==> config.mk <==
export PLATFORM = sky130hd
export DESIGN_NAME = stat_config_regbank
export DESIGN_NICKNAME = d
export VERILOG_FILES = /design/src/rtl/regbank_pkg.sv /design/src/rtl/event_sync_edge.sv /design/src/rtl/stat_config_regbank.sv
export SDC_FILE = /design/constraint.sdc
export NUM_CORES = 1
export LEC_CHECK = 0
export CORE_ASPECT_RATIO = 1.25
export CORE_MARGIN = 5
export CORE_UTILIZATION = 50
export CTS_CLUSTER_DIAMETER = 80
export DETAILED_ROUTE_END_ITERATION = 6
export GPL_TIMING_DRIVEN = 0
export PLACE_DENSITY = 0.73
export SYNTH_ARGS = -nofsm -noshare
export SYNTH_HDL_FRONTEND = slang
export SYNTH_SLANG_ARGS = --single-unit
==> constraint.sdc <==
create_clock -name clk -period 3.95 [get_ports clk]
set_clock_uncertainty 0.1 [all_clocks]
set_input_delay 0.9875 -clock clk [delete_from_list [all_inputs] [get_ports clk]]
set_output_delay 0.9875 -clock clk [all_outputs]
set_load 0.03 [all_outputs]
==> src/rtl/regbank_pkg.sv <==
// ============================================================================
// regbank_pkg : register offsets, CTRL field layout and address decode helper
// Revision    : 1.0
// ============================================================================
`default_nettype none

package regbank_pkg;

  localparam logic [31:0] OFF_CH_STAT  = 32'h000;
  localparam logic [31:0] OFF_CTRL     = 32'h100;
  localparam logic [31:0] OFF_THRESH   = 32'h104;
  localparam logic [31:0] OFF_IRQ_STAT = 32'h108;
  localparam logic [31:0] OFF_IRQ_MASK = 32'h10C;

  localparam int CTRL_W         = 5;
  localparam int CTRL_EN_BIT    = 0;
  localparam int CTRL_RATIO_LSB = 1;
  localparam int CTRL_RATIO_W   = 3;
  localparam int CTRL_MERR_BIT  = 4;
  localparam logic [CTRL_W-1:0] CTRL_RESET = 5'h01;

  typedef enum logic [2:0] {
    SEL_NONE,
    SEL_CH,
    SEL_CTRL,
    SEL_THRESH,
    SEL_IRQ_STAT,
    SEL_IRQ_MASK
  } reg_sel_e;

  // off is the address relative to the bank base; unaligned offsets never map
  function automatic reg_sel_e decode_sel(input logic [31:0] off, input int unsigned num_ch);
    reg_sel_e sel;
    sel = SEL_NONE;
    if (off[1:0] == 2'b00) begin
      if (off < 32'(4 * num_ch)) sel = SEL_CH;
      else begin
        case (off)
          OFF_CTRL:     sel = SEL_CTRL;
          OFF_THRESH:   sel = SEL_THRESH;
          OFF_IRQ_STAT: sel = SEL_IRQ_STAT;
          OFF_IRQ_MASK: sel = SEL_IRQ_MASK;
          default:      sel = SEL_NONE;
        endcase
      end
    end
    return sel;
  endfunction

endpackage

`default_nettype wire

==> src/rtl/event_sync_edge.sv <==
// ============================================================================
// event_sync_edge : two-flop synchroniser followed by a registered rising-edge pulse
// Revision        : 1.0
// ============================================================================
`default_nettype none

module event_sync_edge (
  input  logic clk,
  input  logic rstn,
  input  logic level,
  output logic pulse
);

  logic       meta;
  logic       sync;
  logic       prev;
  logic [2:0] fill;

  // fill[2] marks prev as holding a real sample, so a level already high
  // at reset release primes the detector instead of producing a pulse
  always_ff @(posedge clk or negedge rstn) begin
    if (!rstn) begin
      meta  <= 1'b0;
      sync  <= 1'b0;
      prev  <= 1'b0;
      fill  <= 3'b000;
      pulse <= 1'b0;
    end else begin
      meta  <= level;
      sync  <= meta;
      prev  <= sync;
      fill  <= {fill[1:0], 1'b1};
      pulse <= sync & ~prev & fill[2];
    end
  end

endmodule

`default_nettype wire

==> src/rtl/stat_config_regbank.sv <==
// ============================================================================
// stat_config_regbank : per-channel read/write event counters with config and IRQ registers
// Revision            : 1.0
// ============================================================================
`default_nettype none

module stat_config_regbank
  import regbank_pkg::*;
#(
  parameter int          NUM_CH    = 4,
  parameter int          CNT_W     = 10,
  parameter logic [31:0] BASE_ADDR = 32'hC0F16000
) (
  input  logic              clk,
  input  logic              rstn,
  input  logic              wen,
  input  logic [31:0]       waddr,
  input  logic [31:0]       wdata,
  input  logic              ren,
  input  logic [31:0]       raddr,
  output logic [31:0]       rdata,
  output logic              rvalid,
  output logic              rerr,
  output logic              werr,
  input  logic [NUM_CH-1:0] ev_rd,
  input  logic [NUM_CH-1:0] ev_wr,
  output logic              cfg_count_en,
  output logic [2:0]        cfg_wr_rd_ratio,
  output logic              cfg_use_merr_resp,
  output logic              irq
);

  localparam int STAT_W = 2 * CNT_W;

  if (NUM_CH < 1 || NUM_CH > 32 || CNT_W < 1 || STAT_W > 32) begin : g_bad_params
    $error("stat_config_regbank: unsupported NUM_CH/CNT_W combination");
  end

  logic [31:0]       roff;
  logic [31:0]       woff;
  reg_sel_e          rsel;
  reg_sel_e          wsel;
  logic [CTRL_W-1:0] ctrl;
  logic [CNT_W-1:0]  thresh;
  logic [NUM_CH-1:0] irq_stat;
  logic [NUM_CH-1:0] irq_mask;
  logic [NUM_CH-1:0] hit_set;
  logic [NUM_CH-1:0] w1c;
  logic [STAT_W-1:0] ch_stat [NUM_CH];
  logic [31:0]       rd_val;
  logic              count_en;
  logic              unused_wdata;

  assign roff = raddr - BASE_ADDR;
  assign woff = waddr - BASE_ADDR;
  assign rsel = decode_sel(roff, NUM_CH);
  assign wsel = decode_sel(woff, NUM_CH);

  assign count_en          = ctrl[CTRL_EN_BIT];
  assign cfg_count_en      = count_en;
  assign cfg_wr_rd_ratio   = ctrl[CTRL_RATIO_LSB +: CTRL_RATIO_W];
  assign cfg_use_merr_resp = ctrl[CTRL_MERR_BIT];
  assign irq               = |(irq_stat & irq_mask);
  assign unused_wdata      = ^wdata;

  for (genvar ch = 0; ch < NUM_CH; ch++) begin : g_ch
    logic             pulse_rd;
    logic             pulse_wr;
    logic             clr;
    logic [CNT_W-1:0] wr_cnt;
    logic [CNT_W-1:0] rd_cnt;
    logic [CNT_W-1:0] wr_next;
    logic [CNT_W-1:0] rd_next;

    event_sync_edge u_sync_rd (.clk(clk), .rstn(rstn), .level(ev_rd[ch]), .pulse(pulse_rd));
    event_sync_edge u_sync_wr (.clk(clk), .rstn(rstn), .level(ev_wr[ch]), .pulse(pulse_wr));

    assign clr = ren && (rsel == SEL_CH) && (roff[6:2] == 5'(ch));

    // clear first, then count, so a pulse landing on the clear edge yields 1
    always_comb begin
      wr_next = clr ? '0 : wr_cnt;
      rd_next = clr ? '0 : rd_cnt;
      if (count_en && pulse_wr && (wr_next != '1)) wr_next = wr_next + CNT_W'(1);
      if (count_en && pulse_rd && (rd_next != '1)) rd_next = rd_next + CNT_W'(1);
    end

    assign hit_set[ch] = (thresh != '0) &&
                         (((wr_next != wr_cnt) && (wr_next == thresh)) ||
                          ((rd_next != rd_cnt) && (rd_next == thresh)));

    always_ff @(posedge clk or negedge rstn) begin
      if (!rstn) begin
        wr_cnt <= '0;
        rd_cnt <= '0;
      end else begin
        wr_cnt <= wr_next;
        rd_cnt <= rd_next;
      end
    end

    assign ch_stat[ch] = {rd_cnt, wr_cnt};
  end

  assign w1c = (wen && (wsel == SEL_IRQ_STAT)) ? wdata[NUM_CH-1:0] : '0;

  always_ff @(posedge clk or negedge rstn) begin
    if (!rstn) begin
      ctrl     <= CTRL_RESET;
      thresh   <= '0;
      irq_mask <= '0;
      irq_stat <= '0;
    end else begin
      if (wen && (wsel == SEL_CTRL))     ctrl     <= wdata[CTRL_W-1:0];
      if (wen && (wsel == SEL_THRESH))   thresh   <= wdata[CNT_W-1:0];
      if (wen && (wsel == SEL_IRQ_MASK)) irq_mask <= wdata[NUM_CH-1:0];
      irq_stat <= (irq_stat & ~w1c) | hit_set;
    end
  end

  always_comb begin
    rd_val = '0;
    case (rsel)
      SEL_CH: begin
        for (int i = 0; i < NUM_CH; i++) begin
          if (roff[6:2] == 5'(i)) rd_val = 32'(ch_stat[i]);
        end
      end
      SEL_CTRL:     rd_val = 32'(ctrl);
      SEL_THRESH:   rd_val = 32'(thresh);
      SEL_IRQ_STAT: rd_val = 32'(irq_stat);
      SEL_IRQ_MASK: rd_val = 32'(irq_mask);
      default:      rd_val = '0;
    endcase
  end

  always_ff @(posedge clk or negedge rstn) begin
    if (!rstn) begin
      rdata  <= '0;
      rvalid <= 1'b0;
      rerr   <= 1'b0;
      werr   <= 1'b0;
    end else begin
      rdata  <= ren ? rd_val : '0;
      rvalid <= ren;
      rerr   <= ren && (rsel == SEL_NONE);
      werr   <= wen && (wsel == SEL_NONE);
    end
  end

endmodule

`default_nettype wire

# Word level (Yosys, flattened, before mapping)
# Cells that the tools add are included.
totals:
  ff_bits: 194
  in_bits: 108
  output_inout_bits: 41
classes:
  add_sub_neg: 10
  n_lt_le_gt_ge: 2
  n_eq_ne: 44
  muxes: 29
  n_bitwise: 28
  reduce_logical: 50
ops:
  columns: ["op", "count"]
  rows:
  - ["32-bit by 9-bit equality test with 1-bit output (second input constant)", 8]
  - ["10-bit two-way mux", 16]
  - ["32-bit case mux with 5 select lines", 1]
  - ["32-bit two-way mux", 4]
  - ["10-bit by 1-bit adder with 10-bit output (second input constant)", 8]
  - ["10-bit equality test", 8]
  - ["10-bit != test", 8]
  - ["10-bit != test (second input constant)", 8]
  - ["32-bit by 5-bit < comparator with 1-bit output (second input constant)", 2]
  - ["32-bit subtractor (second input constant)", 2]
  - ["1-bit logical AND", 39]
  - ["3-bit case mux with 4 select lines", 2]
  - ["20-bit two-way mux", 1]
  - ["1-bit bitwise AND", 16]
  - ["3-bit by 2-bit equality test with 1-bit output (second input constant)", 4]
  - ["3-bit equality test (second input constant)", 4]
  - ["3-bit two-way mux", 4]
  - ["5-bit by 2-bit equality test with 1-bit output (second input constant)", 2]
  - ["10-bit nonzero test", 1]
  - ["4-bit bitwise AND", 2]
  - ["1-bit inverter", 8]
  - ["3-bit logical NOT", 2]
  - ["5-bit by 1-bit equality test with 1-bit output (second input constant)", 1]
  - ["5-bit logical NOT", 1]
  - ["other kinds (7)", 11]

# Longest topological paths before layout
depth:
  ltp_word: 17
  ltp_mapped: 22
  mapped_depth_nobuf: 20

# Hierarchy
# A second synthesis with hierarchy kept.
hier_totals:
  hier_cells: 1354
  area_unflattened_um2: 12019.0
modules_own_cells:
  columns: ["module", "n_inst", "cells_per_inst", "area_each_um2"]
  rows:
  - ["stat_config_regbank", 1, 1282, 10517.6]
  - ["event_sync_edge", 8, 9, 187.7]

# Worst setup path before layout
# OpenSTA, ideal clock, no wires.
synth_path:
  path_kind: "input port to flip-flop"
  startpoint: "input raddr[13]"
  endpoint: "register irq_stat[1]"
  arrival_time_ns: 5.630
  required_ns: 3.781
  setup_slack_ns: -1.849
  path_stages: 20
  path_buffers: 3
  path_cell_list: "ha_1 or3b_1 or4_1 or4_4 or4_1 buf_2 nand2_1 inv_1 ha_1 and3_1 nand3_1 o21ba_2 clkbuf_1 or2_2 clkbuf_1 nand2_1 xor3_1 a211oi_1 o2111ai_1 nand3_1"
synth_via:
  elab_chain_cells: 17
synth_lines:
  columns: ["element", "line_no", "source"]
  rows:
  - ["from (decl)", "stat_config_regbank.sv:20", "input logic [31:0] raddr,"]
  - ["32-bit subtractor *", "stat_config_regbank.sv:54", "assign roff = raddr - BASE_ADDR;"]
  - ["branches (longest 2 deep; another with 32-bit by 5-bit < comparator with 1-bit output)", null, null]
  - ["3-bit two-way mux *", "regbank_pkg.sv:36", "if (off < 32'(4 * num_ch)) sel = SEL_CH;"]
  - ["3-bit two-way mux *", "regbank_pkg.sv:35", "if (off[1:0] == 2'b00) begin"]
  - ["3-bit by 1-bit equality test with 1-bit output *", "stat_config_regbank.sv:78", "assign clr = ren && (rsel == SEL_CH) && (roff[6:2] == 5'(ch));"]
  - ["1-bit logical AND * (2 in a row)", "stat_config_regbank.sv:78", null]
  - ["branches (longest 6 deep; another with 10-bit by 1-bit adder with 10-bit output)", null, null]
  - ["1-bit logical OR *", "stat_config_regbank.sv:89", "(((wr_next != wr_cnt) && (wr_next == thresh)) ||"]
  - ["1-bit logical AND *", "stat_config_regbank.sv:88", "assign hit_set[ch] = (thresh != '0) &&"]
  - ["4-bit OR *", "stat_config_regbank.sv:117", "irq_stat <= (irq_stat & ~w1c) | hit_set;"]
  - ["to (signal assigned)", "stat_config_regbank.sv:117", null]
  - ["to (decl)", "stat_config_regbank.sv:45", "logic [NUM_CH-1:0] irq_stat;"]
# Every way passes the cells marked *.
# A chain may end at the register's enable or synchronous reset.

# Worst setup path after layout
layout_path:
  startpoint: "input raddr[14]"
  endpoint: "register irq_stat[2]"
layout_via:
  elab_chain_cells: 17
layout_lines:
  columns: ["element", "line_no", "source"]
  rows:
  - ["32-bit subtractor *", "stat_config_regbank.sv:54", null]
  - ["branches (longest 2 deep; another with 32-bit by 5-bit < comparator with 1-bit output)", null, null]
  - ["3-bit two-way mux *", "regbank_pkg.sv:36", null]
  - ["3-bit two-way mux *", "regbank_pkg.sv:35", null]
  - ["3-bit by 1-bit equality test with 1-bit output *", "stat_config_regbank.sv:78", null]
  - ["1-bit logical AND * (2 in a row)", "stat_config_regbank.sv:78", null]
  - ["10-bit two-way mux *", "stat_config_regbank.sv:82", "wr_next = clr ? '0 : wr_cnt;"]
  - ["branches (longest 2 deep; another with 10-bit by 1-bit adder with 10-bit output)", null, null]
  - ["10-bit two-way mux *", "stat_config_regbank.sv:84", "if (count_en && pulse_wr && (wr_next != '1)) wr_next = wr_next + CNT_W'(1);"]
  - ["via g_ch[2].wr_next[5]", "stat_config_regbank.sv:72", "logic [CNT_W-1:0] wr_next;"]
  - ["10-bit != test or 10-bit equality test (tied branches)", "stat_config_regbank.sv:89", null]
  - ["1-bit logical AND *", "stat_config_regbank.sv:89", null]
  - ["1-bit logical OR *", "stat_config_regbank.sv:89", null]
  - ["1-bit logical AND *", "stat_config_regbank.sv:88", null]
  - ["4-bit OR *", "stat_config_regbank.sv:117", null]
# Mark *: on every way through the listed nets, which the timed path passes.

==> out/metrics.cfg <==
[drt]
detail_route.first_pass.iterations=7
drt-total-wl_um=47330
via_per_inst=6.676
wl_per_cell_um=23.95
drt.antenna.violating_nets=0
dr_total_vias=13190
detail_route.drc_violations=0
first_iter_violations=1467

[logic_synthesis]
yosysSeqAreaShare_pct=34.20
avgSynthCellArea_um2=8.458
synth.ff_latch_count=161
synthArstFlopShare_pct=100.0
synthesis.instances=1393
synth-edff-count=0
ys_types=95
yosys_most_used_dff=sky130_fd_sc_hd__dfrtp_1
mappedNetlistArea_um2=11780
synthesis.yosys.warnings=0

[layout]
final_net_count=1793
antenna-diode-count=0
register_area_um2=4030
filler_cell_count=1623
fin_util_pct=74.01
layout.cell_area.non_filler_um2=17110
layout-area-overhead-vs-synth_pct=45.22
post_route_cells_drive_above_1_share_pct=31.16
footprint_of_the_multi_input_gates_um2=9173

[critical_path]
reg2reg_setup_slack_ps=-270
path_cells=buf_8 > ha_4 > or3b_4 > nor4_4 > nand3_2 > or3_4 > or4_4 > buf_8 > and2_4 > ha_4 > nand3_4 > nor2_4 > and3_4 > a2111oi_4 > and2_4 > xor2_4 > xnor2_1 > nand4_1 > or4_4 > o31ai_4
critical_path.reg2reg.endpoint=irq_stat[3]
crit_fanout=3
reg2reg_from=ctrl[0]
critical_path_data_required_time_ps=4180
timing.critical_path.slowest_stage_cell=sky130_fd_sc_hd__or4_4
crit_path_end_kind=register
crit_type=in2reg
worst-r2r-cell-count=12
worst-endpoint-arrival_ps=5760
cpPeakStageDelay_ps=530
startpoint_type=input port

[worst_hold_path]
worst_hold_path_type=reg2reg
hold_path_startpoint=g_ch[2].u_sync_wr.meta
hold-path-cell-count=0
worst_hold_endpoint=g_ch[2].u_sync_wr.sync

[grt]
maximum_number_of_pins_on_one_net_before_global_route_repair=93
grt_pass1_wl_um=70700
all_layer_gr_usage_pct=33.79
antenna_found_initial=2
vias_in_the_first_global_route=12680
grt_remaining_overflow=0

[sta]
fin_crit_sh_pct=139.9
report.final.slew_viol_count=0
min_period_ps=5527
totalNegativeSetupSlack_ps=-30290
hold_ws_ps=247.5
report.final.hold_viol_count=0
worstMarginPinSlew_ps=1257
max_freq_mhz=180.9
setup-violations-final=78
rsz0062_at_grt=yes
slew_headroom_pct=16.20
final.setup.worst_slack_ps=-1577

[die]
die-area_um2=26750
design.portCount=149
initial_core_utilization_pct=50.97
fp.dieH_um=181.6
floorplan.core_area_um2=23120
die_w_um=147.3
row_count=62

[power]
power_density_nw_per_um2=227.0
peakVddDrop_v=0.0002997
total_power_mw=3.884
static-leakage-power_nw=6.927

[clock_tree]
cts_tree=yes
postCtsHoldBufs=0
worst_skew_pair_latency_ps=450
root_buffer=sky130_fd_sc_hd__clkbuf_16
clock_tree_buf_depth=2
ctsHtreeMaxLevel=4
clkSlewWorstSetupHoldPaths_ps=70
cts_num_sinks=161
numCtsBuffers=17

[outcome]
run_status=finished, violations left
violations_in_the_final_reports=setup timing

[placement]
io_buffers=108
post-dp-hpwl_um=32000
post_dp_area_um2=14150
place_congestion=1.045

[job]
maxCapViolCount=0

## synth_stat cells (all sizes together), types with 34 or more instances
master  instances  area (µm²)
mux2i          43       430.4
inv            34       127.6
nor3           42       215.2
xor2           46       402.9
nand2         150       565.6
dfrtp         160        4004
a21oi          51       277.8
nand4          35       234.0
o21ai          77       385.4
xnor2          60       525.5
nor2          134       505.5
nand3          61       310.3
clkbuf         52       195.2
## power breakdown
group	switching, mW	internal, mW	leakage, nW
logic	0.204	0.156	4.53
clock network	0.822	1.03	0.311
registers	0.00878	1.67	2.08
## through the flow
step	setup slack (ps)	cells
floorplan	-1536	1404
global placement	-4990	1800
detailed placement	-3230	1802
CTS	-1439	1922
global route	-1649	1976
finish	-1577	1976
## routing by layer
layer  track usage [%]  up-vias  part of all wire, %
met5                 0        -                0.046
met4             22.23        4                  8.9
met3             9.302      319                   10
met2             55.54      925                   46
met1             38.51     6257                   34
li1                  -     5686                    -
## logic make-up (layout without fill, tap and decap cells)
kind of cell / Yosys count / in the layout / share of synthesized area [%]
simple gates: 622 / 622 / 28.08
buf+inv: 112 / 395 / 4.035
fa+ha+maj: 10 / 10 / 1.062
flops: 161 / 161 / 34.20
other cells: 2 / 13 / 0.06374
compound gates: 309 / 310 / 18.04
mux: 69 / 69 / 6.233
xor+xnor: 108 / 108 / 8.283
## layout make-up
type	instances	share of cell area [%]
clock inverters	15	1.243
flip-flops and latches	161	23.55
multi-input cells	1132	53.61
plain buffers	74	2.413
repair buffers	254	13.82
inverters	35	0.7678
clock buffers	17	2.486
well taps	288	2.106
## worst max-delay path, delay by kind of cell
family	cells	cell delay, ps
adder cells (fa/ha/maj)	2	400
AND/OR/NAND/NOR	12	3160
buffers and inverters	2	240
AO/OA/AOI/OAI	2	640
XOR/XNOR	2	310
## cells in the final DEF, fill, tap and decap left out, types with 10 or more instances in the layout
master and n:
sky130_fd_sc_hd__a211oi_1 12, sky130_fd_sc_hd__a21oi_1 43, sky130_fd_sc_hd__a22o_1 13, sky130_fd_sc_hd__a31oi_1 10, sky130_fd_sc_hd__and2_1 15, sky130_fd_sc_hd__and2_4 12
sky130_fd_sc_hd__and3_1 24, sky130_fd_sc_hd__and3b_1 11, sky130_fd_sc_hd__buf_2 10, sky130_fd_sc_hd__buf_4 121, sky130_fd_sc_hd__buf_6 37, sky130_fd_sc_hd__clkbuf_1 41
sky130_fd_sc_hd__clkbuf_16 18, sky130_fd_sc_hd__clkdlybuf4s50_1 86, sky130_fd_sc_hd__conb_1 13, sky130_fd_sc_hd__dfrtp_1 160, sky130_fd_sc_hd__inv_1 29, sky130_fd_sc_hd__mux2_2 21
sky130_fd_sc_hd__mux2i_1 40, sky130_fd_sc_hd__nand2_1 131, sky130_fd_sc_hd__nand2_4 11, sky130_fd_sc_hd__nand3_1 36, sky130_fd_sc_hd__nand3_2 10, sky130_fd_sc_hd__nand3_4 15
sky130_fd_sc_hd__nand4_1 34, sky130_fd_sc_hd__nor2_1 95, sky130_fd_sc_hd__nor2_2 23, sky130_fd_sc_hd__nor2_4 16, sky130_fd_sc_hd__nor3_1 32, sky130_fd_sc_hd__nor4_4 11
sky130_fd_sc_hd__o211ai_1 14, sky130_fd_sc_hd__o21ai_0 63, sky130_fd_sc_hd__o22ai_1 14, sky130_fd_sc_hd__or4_4 10, sky130_fd_sc_hd__xnor2_1 46, sky130_fd_sc_hd__xnor2_2 12
sky130_fd_sc_hd__xor2_1 36
## registers in the layout (all words and copies together) (netlist names), 2 cells and up
signal / flops
g_ch.u_sync_wr.prev: 4
g_ch.u_sync_rd.sync: 4
g_ch.rd_cnt: 40
g_ch.u_sync_wr.pulse: 4
g_ch.u_sync_wr.sync: 4
g_ch.wr_cnt: 40
irq_stat: 4
g_ch.u_sync_rd.pulse: 4
rdata: 20
g_ch.u_sync_rd.meta: 4
irq_mask: 4
thresh: 10
g_ch.u_sync_wr.meta: 4
g_ch.u_sync_wr.fill: 2
ctrl: 5
g_ch.u_sync_rd.prev: 4
## what timing repair did
item / CTS / global route
pin swaps: 98 / 82
cloned: 0 / 1
gates resized for setup: 202 / 149
setup buffers: 91 / 60
endpoints found under the setup margin: 124 / 115
## how the worst max path moves through the flow
stage	start	to	slack (ps)
global placement	rstn	g_ch[3].u_sync_wr.meta	-4990
floorplan	raddr[13]	irq_stat[2]	-1540
finish	raddr[14]	irq_stat[2]	-1580
global route	raddr[14]	irq_stat[2]	-1650
CTS	raddr[14]	irq_stat[1]	-1440
detailed placement	raddr[26]	irq_stat[2]	-3230
Note: power is estimated with default switching activity, not from simulation.
